File: src/rtl/lock_sequencer_pkg.sv
// Shared state codes, key codes and small helpers for the six-digit lock.
// Latency: n/a (definitions only).
// Backpressure: n/a (definitions only).
package lock_sequencer_pkg;

    localparam int DIGITS_DEF = 6;

    // Encodings are visible on the state output, so they are fixed explicitly.
    typedef enum logic [2:0] {
        ST_LOCKED = 3'd0,
        ST_CHECK  = 3'd1,
        ST_OPEN   = 3'd2,
        ST_SET    = 3'd3,
        ST_ALARM  = 3'd4
    } state_t;

    localparam logic [3:0] KEY_ENTER = 4'hA;
    localparam logic [3:0] KEY_CLEAR = 4'hB;
    localparam logic [3:0] KEY_SET   = 4'hC;

    function automatic logic is_digit(input logic [3:0] code);
        return code <= 4'd9;
    endfunction

    function automatic int max2(input int a, input int b);
        return (a > b) ? a : b;
    endfunction

endpackage

File: src/rtl/lock_timer.sv
// Loadable down-counter that flags the last cycle of a timed interval.
// Latency: load takes effect next cycle; expired is combinational from the count.
// Backpressure: none; en simply freezes the count.
//
// Ports:
//   clk, rst_n  clock, async active-low reset (count cleared)
//   load        load strobe, has priority over en
//   load_val    value loaded on load
//   en          count down by one per cycle while non-zero
//   expired     high for the single cycle in which the interval ends
module lock_timer #(
    parameter int WIDTH = 10
) (
    input  logic             clk,
    input  logic             rst_n,
    input  logic             load,
    input  logic [WIDTH-1:0] load_val,
    input  logic             en,
    output logic             expired
);

    logic [WIDTH-1:0] count;

    always_ff @(posedge clk or negedge rst_n) begin
        if (!rst_n) begin
            count <= '0;
        end else if (load) begin
            count <= load_val;
        end else if (en && (count != '0)) begin
            count <= count - WIDTH'(1);
        end
    end

    // Firing at a count of one makes a loaded value of N give exactly N
    // enabled cycles; a count of zero is included so an enabled idle timer
    // can never hold the FSM forever.
    assign expired = en && !load && (count <= WIDTH'(1));

endmodule

File: src/rtl/lock_sequencer.sv
// Keypad lock controller: digit entry, password compare, error lockout, door hold-open.
// Latency: ENTER in cycle N -> CHECK in N+1 -> unlocked/alarm/err_cnt valid in N+2.
// Backpressure: none; key strobes that are not meaningful in the current state are dropped.
//
// Ports:
//   clk, rst_n  clock, async active-low reset
//   key_valid   one-cycle strobe qualifying key_code
//   key_code    0-9 digit, A ENTER, B CLEAR, C SET, others ignored
//   unlocked    high in OPEN and SET
//   alarm       high in ALARM
//   err_cnt     consecutive failed attempts, saturating at MAX_ERR
//   digit_cnt   digits held in entry_buf
//   entry_buf   entered digits, newest in [3:0]
//   state       current FSM state code
module lock_sequencer
    import lock_sequencer_pkg::*;
#(
    parameter int                  DIGITS      = DIGITS_DEF,
    parameter int                  MAX_ERR     = 3,
    parameter int                  OPEN_CYC    = 500,
    parameter int                  LOCKOUT_CYC = 1000,
    parameter logic [4*DIGITS-1:0] DEFAULT_PW  = 24'h123456
) (
    input  logic                clk,
    input  logic                rst_n,
    input  logic                key_valid,
    input  logic [3:0]          key_code,
    output logic                unlocked,
    output logic                alarm,
    output logic [1:0]          err_cnt,
    output logic [2:0]          digit_cnt,
    output logic [4*DIGITS-1:0] entry_buf,
    output logic [2:0]          state
);

    localparam int             BW        = 4 * DIGITS;
    localparam int             TW        = $clog2(max2(OPEN_CYC, LOCKOUT_CYC) + 1);
    localparam logic [TW-1:0]  OPEN_VAL  = TW'(OPEN_CYC);
    localparam logic [TW-1:0]  LOCK_VAL  = TW'(LOCKOUT_CYC);
    localparam logic [2:0]     DIG_FULL  = 3'(DIGITS);
    localparam logic [1:0]     ERR_SAT   = 2'(MAX_ERR);

    state_t          cur_state, nxt_state;
    logic [BW-1:0]   password,  nxt_pw;
    logic [BW-1:0]   nxt_buf;
    logic [2:0]      nxt_cnt;
    logic [1:0]      nxt_err;

    logic            tmr_load;
    logic [TW-1:0]   tmr_val;
    logic            tmr_en;
    logic            tmr_exp;

    logic            key_digit, key_enter, key_clear, key_set;
    logic            buf_full, match;
    logic [2:0]      err_inc;

    assign key_digit = key_valid && is_digit(key_code);
    assign key_enter = key_valid && (key_code == KEY_ENTER);
    assign key_clear = key_valid && (key_code == KEY_CLEAR);
    assign key_set   = key_valid && (key_code == KEY_SET);

    assign buf_full  = (digit_cnt == DIG_FULL);
    assign match     = buf_full && (entry_buf == password);
    // One bit wider so the increment can be compared against MAX_ERR without wrap.
    assign err_inc   = {1'b0, err_cnt} + 3'd1;

    lock_timer #(.WIDTH(TW)) u_timer (
        .clk      (clk),
        .rst_n    (rst_n),
        .load     (tmr_load),
        .load_val (tmr_val),
        .en       (tmr_en),
        .expired  (tmr_exp)
    );

    always_comb begin
        nxt_state = cur_state;
        nxt_buf   = entry_buf;
        nxt_cnt   = digit_cnt;
        nxt_err   = err_cnt;
        nxt_pw    = password;
        tmr_load  = 1'b0;
        tmr_val   = OPEN_VAL;
        tmr_en    = 1'b0;

        case (cur_state)
            ST_LOCKED: begin
                if (key_digit && !buf_full) begin
                    nxt_buf = {entry_buf[BW-5:0], key_code};
                    nxt_cnt = digit_cnt + 3'd1;
                end else if (key_clear) begin
                    nxt_buf = '0;
                    nxt_cnt = '0;
                end else if (key_enter) begin
                    nxt_state = ST_CHECK;
                end
            end

            ST_CHECK: begin
                nxt_buf = '0;
                nxt_cnt = '0;
                if (match) begin
                    nxt_err   = '0;
                    tmr_load  = 1'b1;
                    tmr_val   = OPEN_VAL;
                    nxt_state = ST_OPEN;
                end else if (err_inc >= 3'(MAX_ERR)) begin
                    nxt_err   = ERR_SAT;
                    tmr_load  = 1'b1;
                    tmr_val   = LOCK_VAL;
                    nxt_state = ST_ALARM;
                end else begin
                    nxt_err   = err_inc[1:0];
                    nxt_state = ST_LOCKED;
                end
            end

            ST_OPEN: begin
                tmr_en = 1'b1;
                // Expiry outranks any key arriving in the same cycle.
                if (tmr_exp || key_clear) begin
                    nxt_state = ST_LOCKED;
                end else if (key_set) begin
                    nxt_buf   = '0;
                    nxt_cnt   = '0;
                    nxt_state = ST_SET;
                end
            end

            ST_SET: begin
                // Timer is left frozen here; every exit reloads it.
                if (key_digit && !buf_full) begin
                    nxt_buf = {entry_buf[BW-5:0], key_code};
                    nxt_cnt = digit_cnt + 3'd1;
                end else if (key_clear) begin
                    nxt_buf   = '0;
                    nxt_cnt   = '0;
                    tmr_load  = 1'b1;
                    nxt_state = ST_OPEN;
                end else if (key_enter) begin
                    nxt_buf = '0;
                    nxt_cnt = '0;
                    if (buf_full) begin
                        nxt_pw    = entry_buf;
                        tmr_load  = 1'b1;
                        nxt_state = ST_OPEN;
                    end
                end
            end

            ST_ALARM: begin
                tmr_en = 1'b1;
                if (tmr_exp) begin
                    nxt_err   = '0;
                    nxt_state = ST_LOCKED;
                end
            end

            default: begin
                nxt_buf   = '0;
                nxt_cnt   = '0;
                nxt_state = ST_LOCKED;
            end
        endcase
    end

    // Flags are derived from the next state so they change together with it.
    always_ff @(posedge clk or negedge rst_n) begin
        if (!rst_n) begin
            cur_state <= ST_LOCKED;
            password  <= DEFAULT_PW;
            entry_buf <= '0;
            digit_cnt <= '0;
            err_cnt   <= '0;
            unlocked  <= 1'b0;
            alarm     <= 1'b0;
        end else begin
            cur_state <= nxt_state;
            password  <= nxt_pw;
            entry_buf <= nxt_buf;
            digit_cnt <= nxt_cnt;
            err_cnt   <= nxt_err;
            unlocked  <= (nxt_state == ST_OPEN) || (nxt_state == ST_SET);
            alarm     <= (nxt_state == ST_ALARM);
        end
    end

    assign state = cur_state;

endmodule

File: config.mk
export PLATFORM = sky130hd
export DESIGN_NAME = lock_sequencer
export DESIGN_NICKNAME = d
export VERILOG_FILES = /design/src/rtl/lock_sequencer_pkg.sv /design/src/rtl/lock_timer.sv /design/src/rtl/lock_sequencer.sv
export SDC_FILE = /design/constraint.sdc
export NUM_CORES = 1
export LEC_CHECK = 0
export ABC_AREA = 1
export CORE_UTILIZATION = 50
export CTS_CLUSTER_DIAMETER = 200
export DETAILED_ROUTE_END_ITERATION = 16
export PLACE_DENSITY_LB_ADDON = 0.1
export SYNTH_ARGS = -nofsm -noshare
export SYNTH_HDL_FRONTEND = slang
export SYNTH_SLANG_ARGS = --single-unit
File: constraint.sdc
create_clock -name clk -period 5.11 [get_ports clk]
set_input_delay 1.533 -clock clk [delete_from_list [all_inputs] [get_ports clk]]
set_output_delay 1.533 -clock clk [all_outputs]
set_load 0.02 [all_outputs]
# [Word level (Yosys, flattened, before mapping)]
# Index checks and enable logic that the tools add are counted.
[word_totals] register_bits=68 in_bits=7 out_inout_bits=34 word_cells=101
[op_classes] add_sub_neg=3 magnitude_cmp=3 eq_ne=17 n_mux=46 n_bitwise=3 n_reduce_logical=21
[op_table] operator="$mux W24" n=7
[op_table] operator="$pmux W24 S4" n=1
[op_table] operator="$mux W3" n=19
[op_table] operator="$mux W10" n=5
[op_table] operator="$eq A24 B24 Y1" n=1
[op_table] operator="$pmux W3 S5" n=1
[op_table] operator="$eq A3 B2 Y1 const B" n=4
[op_table] operator="$eq A4 B4 Y1 const B" n=3
[op_table] operator="$pmux W3 S4" n=1
[op_table] operator="$le A10 B1 Y1 const B" n=1
[op_table] operator="$reduce_and A5 Y1" n=2
[op_table] operator="$reduce_bool A10 Y1" n=1
[op_table] operator="$sub A10 B1 Y10 const B" n=1
[op_table] operator="$eq A3 B3 Y1 const B" n=3
[op_table] operator="$logic_and A1 B1 Y1" n=9
[op_table] operator="$mux W1" n=7
[op_table] operator="$mux W2" n=3
[op_table] operator="$ne A2 B2 Y1 const B" n=3
[op_table] operator="$le A4 B4 Y1 const B" n=1
[op_table] operator="$ne A4 B4 Y1 const B" n=1
[op_table] operator="$pmux W2 S2" n=1
[op_table] operator="$reduce_bool A2 Y1" n=2
[op_table] operator="$add A2 B1 Y3 const B" n=1
[op_table] operator="$add A3 B1 Y3 const B" n=1
[op_table] operator="10 further kinds" n=14

# [Logic depth before layout (Yosys ltp)]
# Gate-level depths: netlist (run 1).
[depth] ltp_word=14 ltp_mapped=13 ltp_nobuf=13

# [Modules after synthesis]
# Synthesis (run 1) repeated with hierarchy kept, for this count alone.
[unflattened] cells_unflattened=497 hier_area_um2=3672.3
[modules_own_cells] mod="lock_sequencer" n_inst=1 cells_each=384 area_per_inst_um2=2920.3 seq_area_each_um2=1462.7
[modules_own_cells] mod="lock_timer" n_inst=1 cells_each=113 area_per_inst_um2=752.0 seq_area_each_um2=250.2

# [Least setup slack after synthesis (run 1)]
# Ideal clock, no wire load.
[synth_path] path_kind="input -> register" start="in key_code[2]" end="reg entry_buf[14]" setup_ns=0.118 arrival_time_ns=2.534 required_time_ns=4.992 path_slack_ns=2.459 path_stages=9 path_buffers=1 cell_sequence="nor2_1 > nor2_1 > nor3_1 > nor3_1 > nor3_2 > o21ai_4 > buf_6 > nand2_1 > nand2_1"
[synth_between] elab_chain_cells=12 elab_cells_between_ends=26 cone_classes="1 x order compare; 7 x eq/ne; 8 x mux; 10 x reduce/logical"
[synth_rtl] item="start: declaration" line_no="lock_sequencer.sv:27" source="input logic [3:0] key_code,"
[synth_rtl] item="$eq A4 B4 Y1" line_no="lock_sequencer.sv:59" source="assign key_enter = key_valid && (key_code == KEY_ENTER);"
[synth_rtl] item="$logic_and A1 B1 Y1" line_no="lock_sequencer.sv:59"
[synth_rtl] item="$mux W1" line_no="lock_sequencer.sv:141" source="end else if (key_enter) begin"
[synth_rtl] item="$mux W1" line_no="lock_sequencer.sv:136" source="end else if (key_clear) begin"
[synth_rtl] item="$mux W1" line_no="lock_sequencer.sv:133" source="if (key_digit && !buf_full) begin"
[synth_rtl] item="$pmux W1 S2" line_no="lock_sequencer.sv:87" source="case (cur_state)"
[synth_rtl] item="$logic_not A1 Y1" line_no="lock_timer.sv:37" source="assign expired = en && !load && (count <= WIDTH'(1));"
[synth_rtl] item="$logic_and A1 B1 Y1 (2 in a row)" line_no="lock_timer.sv:37"
[synth_rtl] item="$logic_or A1 B1 Y1" line_no="lock_sequencer.sv:122" source="if (tmr_exp || key_clear) begin"
[synth_rtl] item="$ne A2 B2 Y1 (no line)"
[synth_rtl] item="$reduce_and A5 Y1 (no line)"
[synth_rtl] item="end signal: assignment" line_no="lock_sequencer.sv:181" source="entry_buf <= nxt_buf;"
[synth_rtl] item="end: declaration" line_no="lock_sequencer.sv:32" source="output logic [4*DIGITS-1:0] entry_buf,"
# Several ways; a longest one is shown, not always the timed one.
# A chain may end at the register's enable or synchronous reset.

# [Final worst setup path (run 1)]
[layout_path] start="in key_code[2]" end="reg entry_buf[7]"
# The elaborated chain is that of the path after synthesis.

==> impl_metrics.toml, run 1 <==
[power]
p_leak_nw = 2.04
p_clk_share_pct = 19.2
p_sw_uw = 944
comb_power_share_pct = 42.3
seqPwrFrac_pct = 38.6
peakVddDrop_v = 0.000258
p_int_mw = 1.30
switching_share_pct = 42.1
p_per_area_nw_per_um2 = 536

[clocking]
ctsResizeCount = 0
cts-root-buf = "clkbuf_8"
cts_setup_buffers = 0
cts_tree = "yes"
clock_latency_ns = 0.33
clk_pin_slew_worst_paths_ns = 0.07
cts.sinks = 68
cts_inserted_buffers = 9
htree_levels = 3
cts_buffer_depth = 2
hold_buffers = 0

[detailed_routing]
drt-initial-drc-count = 154
vias = 2946
drc = 0
routed_wl_mm = 7.30
routedWlPerCell_um = 12.0
vias_per_cell = 4.84
drt_pass1_iterations = 4
final_antenna_net_count = 0

[finish]
regArea_um2 = 1710
fillers = 634
fin_cells = 609
drive_gt1_share_pct = 8.97
multiInputGateArea_um2 = 1510
area_growth_pct = 19.1
nNetsFinal = 520
diodes = 0

[synthesis]
async_reset_ff_share_pct = 100
synth_top_family_by_area = "simple AND/OR/NAND/NOR gates"
synth_cell_types = 29
synth_mux_area_share_pct = 1.60
ys_seq_area_share_pct = 48.8
synth_compound_area_share_pct = 6.20
synth_xor_area_share_pct = 2.74
ys_top_cells_by_count = "nand2_1, inv_1, dfrtp_1"
synth-warning-count = 0
yosys.area_share.simple_pct = 31.0
yosysTopAreaCell = "dfrtp_1"
synthAdderAreaFrac_pct = 1.43
ys_ff_latch = 68
synth-edff-count = 0
synth_area_um2 = 3510
synthCells = 464
yosysMostFrequentCell = "nand2_1"
synth_nets = 475
synth-main-ff-cell = "dfrtp_1"
yosysTopAreaCellShare_pct = 42.1
ys_top_cells_by_area = "dfrtp_1, nand2_1, dfstp_2"
avgSynthCellArea_um2 = 7.57

[global_route]
grt_overflow = 0
grt_pass1_wl_mm = 12.9
grt_max_degree = 49
track_usage_pct = 22.4
grt_antenna_before_repair = 0
grt_pass1_vias = 2757

[floorplanning]
die-area_um2 = 7360
core_um2 = 6790
die_height_um = 85.8
io_pins = 41
initial_core_util_pct = 51.7
dieWidth_um = 85.8
row_count = 30

[setup_path]
critical_path.max_fanout = 27
end_kind = "flop"
cp.arrival_ns = 3.63
required_ns = 5.38
rrSetupSlack_ns = 2.60
start_kind = "primary input"
critPathKind = "primary input to flop"

[timing]
fin_tns_setup_ns = 0
fmax_mhz = 298
hold_viol_final = 0
period_share_pct = 65.7
max_slew_margin_pct = 21.4
worst_pin_slew_ns = 1.17
min_period_ns = 3.36
rsz0062_at_grt = "no"
finalClockSkew_ns = 0.00674
slew_violations = 0
setup_viol = 0

[placed_design]
numPortBuffers = 40
place.gp.congestion = 0.923
placed_cells = 594
hpwl_mm = 5.09

[worst_hold_path]
hold_path.class = "flop to flop"

[flow_run]
max-cap-violations = 0

[status]
outcome = "finished, final reports clean"
[registers in the layout (all words and copies together), names as in the netlist]
register / flops
digit_cnt: 3
u_timer.count: 10
password: 24
unlocked: 1
err_cnt: 2
state: 3
entry_buf: 24
alarm: 1
[path summary, 6_finish.rpt]
check | start | endpoint | cells after the start
max in group asynchronous | rst_n | password[2] | 2
setup reg to reg | digit_cnt[0] | entry_buf[7] | 8
min in group asynchronous | rst_n | entry_buf[11] | 1
setup / recovery | key_code[2] | entry_buf[7] | 7
hold reg to reg | password[10] | password[10] | 2
hold / removal | password[10] | password[10] | 2
[per-stage QoR]
step | utilization [%] | area (um2) | hold WS (ns) | setup WS (ns) | power (mW)
final | 61.6 | 4180 | 0.506 | 1.75 | 2.24
after global routing | 61.6 | 4180 | 0.538 | 1.52 | 2.42
after CTS | 61.6 | 4180 | 0.509 | 1.80 | 2.26
after detailed placement | 58.8 | 3990 | 0.498 | 1.44 | 1.82
after global placement | 58.8 | 3990 | 0.484 | 1.54 | 1.81
after floorplan | - | 3510 | 0.470 | 2.46 | 1.46
[kinds of logic (layout without fill, tap and decap cells)]
family,count (synthesis),after routing
AO/OA/AOI/OAI,36,36
multiplexers,5,5
buffers and inverters,72,121
XOR/XNOR,11,11
flip-flops,68,68
adder cells (fa/ha/maj),4,4
AND/OR/NAND/NOR,268,268
[per-layer routing]
| metal | routed length (um) | track usage [%] | vias up |
|---|---|---|---|
| met5 | 0 | 0 | - |
| met2 | 3340 | 35.6 | 61 |
| met3 | 248 | 4.33 | 4 |
| li1 | - | - | 1516 |
| met1 | 3660 | 31.1 | 1365 |
| met4 | 49 | 7.73 | 0 |
[worst max-delay path, stage by stage]
cell and delay, ns:
clkdlybuf4s50_1 0.46, nor2_1 0.12, nor2_1 0.04, nor3_1 0.26
a21boi_2 0.95, nand2_1 0.14, nand2_1 0.11
[area by class of cell]
cell class,count,share of cell area [%]
Clock inverter,6,1.59
Inverter,64,5.74
Multi-Input combinational cell,324,36.1
Clock buffer,9,2.96
Timing Repair Buffer,42,9.81
Sequential cell,68,41.0
Tap cell,96,2.87
[cells in the final DEF, fill, tap and decap left out, drive strengths merged]
cell type and n:
a21boi 1, and2 1, buf 3, bufinv 1, clkbuf 9, clkdlybuf4s50 39
clkinv 2, clkinvlp 3, dfrtp 59, dfstp 9, ha 4, inv 64
mux2 5, nand2 202, nand3 15, nand4 5, nor2 32, nor3 9
nor4 1, o211ai 6, o21ai 28, o22ai 1, or2 3, xnor2 7
xor2 4
[power by group through the flow]
stage                     Combinational, mW  Sequential, mW  Clock [mW]
after floorplan                       0.498           0.958           0
after global placement                0.933           0.873           0
after detailed placement              0.949           0.874           0
after CTS                             0.955           0.867       0.440
after global routing                   1.07           0.891       0.461
final                                 0.949           0.865       0.430
(Power assumes the default switching activity.)
==> run 2, diff against run 1 <==
Clock period 5.11 ns to 3.4 ns, I/O delays scaled along.
==> impl_metrics.toml, run 2 (synthesis results as in run 1) <==
[power]
switching_share_pct = 40.7
power_mw = 3.40
p_clk_share_pct = 19.6
comb_power_share_pct = 42.2
p_leak_nw = 2.07
p_sw_mw = 1.38
p_per_area_nw_per_um2 = 806
peakVddDrop_v = 0.000432
p_int_mw = 2.02
seqPwrFrac_pct = 38.2

[worst_hold_path]
hold_path.class = "flop to flop"

[finish]
fin_util_pct = 62.1
layout_common_cells = "nand2_1, inv_1, dfrtp_1"
fin_area_um2 = 4220
drive_gt1_share_pct = 9.07
nNetsFinal = 524
area_growth_pct = 20.2
final_common_cell = "nand2_1"
reg.largest.list = "entry_buf: 24 flops, password: 24 flops, u_timer.count: 10 flops"
fin_cells = 614
diodes = 0

[clocking]
cts.sinks = 68
htree_levels = 3
ctsResizeCount = 0
clock_latency_ns = 0.34
clk_pin_slew_worst_paths_ns = 0.07
cts_setup_buffers = 0
cts_buffer_depth = 2
hold_buffers = 0
cts_tree = "yes"
cts_inserted_buffers = 9
cts-root-buf = "clkbuf_8"

[timing]
fin_tns_setup_ns = 0
slew_violations = 0
setup_ws_ns = 0.863
hold_ws_ns = 0.499
max_slew_margin_pct = 72.4
hold_viol_final = 0
setup_viol = 0
worst_pin_slew_ns = 0.415
min_period_ns = 2.54
rsz0062_at_grt = "no"
finalClockSkew_ns = 0.00982
fmax_mhz = 394
period_share_pct = 74.6

[global_route]
grt_pass1_wl_mm = 12.3
grt_pass1_vias = 2712
grt_overflow = 0
grt_max_degree = 44
track_usage_pct = 21.4
grt_antenna_before_repair = 0

[floorplanning]
row_count = 30
initial_core_util_pct = 51.7
dieWidth_um = 85.8
core_um2 = 6790
die_height_um = 85.8
io_pins = 41
die-area_um2 = 7360

[detailed_routing]
routed_wl_mm = 7.06
drc = 0
routedWlPerCell_um = 11.5
vias = 2902
drt_pass1_iterations = 4
vias_per_cell = 4.73
final_antenna_net_count = 0
drt-initial-drc-count = 137

[flow_run]
max-cap-violations = 0

[setup_path]
end_kind = "flop"
required_ns = 3.62
critical_path.max_fanout = 27
cp.arrival_ns = 2.76
critPathKind = "primary input to flop"
start_kind = "primary input"

[placed_design]
hpwl_mm = 5.10
placed_cells = 598
numPortBuffers = 40
place.gp.congestion = 0.929
dp_slack_ns = 0.554
dpl_cell_area_um2 = 4020

[status]
outcome = "finished, final reports clean"
==> run 2: cell count changes in the layout (fill, tap and decap cells not counted), sizes merged <==
cell,before,now
clkinvlp,3,0
clkbuf,9,15
clkinv,2,0
buf,3,7
==> run 2: worst max-delay path: stages <==
cell	delay, ns
clkdlybuf4s50_1	0.46
nor2_1	0.13
nor2_1	0.05
nor3_1	0.25
nor3_1	0.12
nor3_2	0.25
o21ai_4	0.08
buf_4	0.23
nand2_1	0.10
nand2_1	0.05
==> run 2: cell type report <==
cell class                      count  area, um2
Multi-Input combinational cell    324       1510
Inverter                           64        240
Tap cell                           96        120
Clock buffer                       15        166
Timing Repair Buffer               46        440
Clock inverter                      1       30.0
Sequential cell                    68       1710
Fill cell                         618       2570
==> run 2: power by group through the flow <==
stage                     Combinational, mW  Sequential [mW]  Clock [mW]
final                                  1.43             1.30       0.667
after floorplan                       0.749             1.44           0
after global routing                   1.62             1.33       0.714
after CTS                              1.45             1.30       0.683
after detailed placement               1.44             1.31           0
after global placement                 1.42             1.31           0
==> run 2: path summary, 6_finish.rpt <==
| kind | start | end | slack, ns | cells after the start |
|---|---|---|---|---|
| min reg2reg | password[20] | password[20] | 0.50 | 2 |
| max | key_code[2] | entry_buf[10] | 0.86 | 10 |
| max reg2reg | digit_cnt[0] | entry_buf[10] | 1.22 | 11 |
| min in group asynchronous | rst_n | password[11] | 0.61 | 1 |
| max in group asynchronous | rst_n | password[20] | 2.05 | 2 |
| min | password[20] | password[20] | 0.50 | 2 |
==> run 2: routing by layer <==
metal / global-route usage (%) / vias up / share of wire (%)
li1: - / 1521 / -
met1: 30.4 / 1328 / 51
met2: 32.7 / 45 / 44
met3: 3.85 / 8 / 3.5
met4: 8.33 / 0 / 1.3
met5: 0 / - / 0
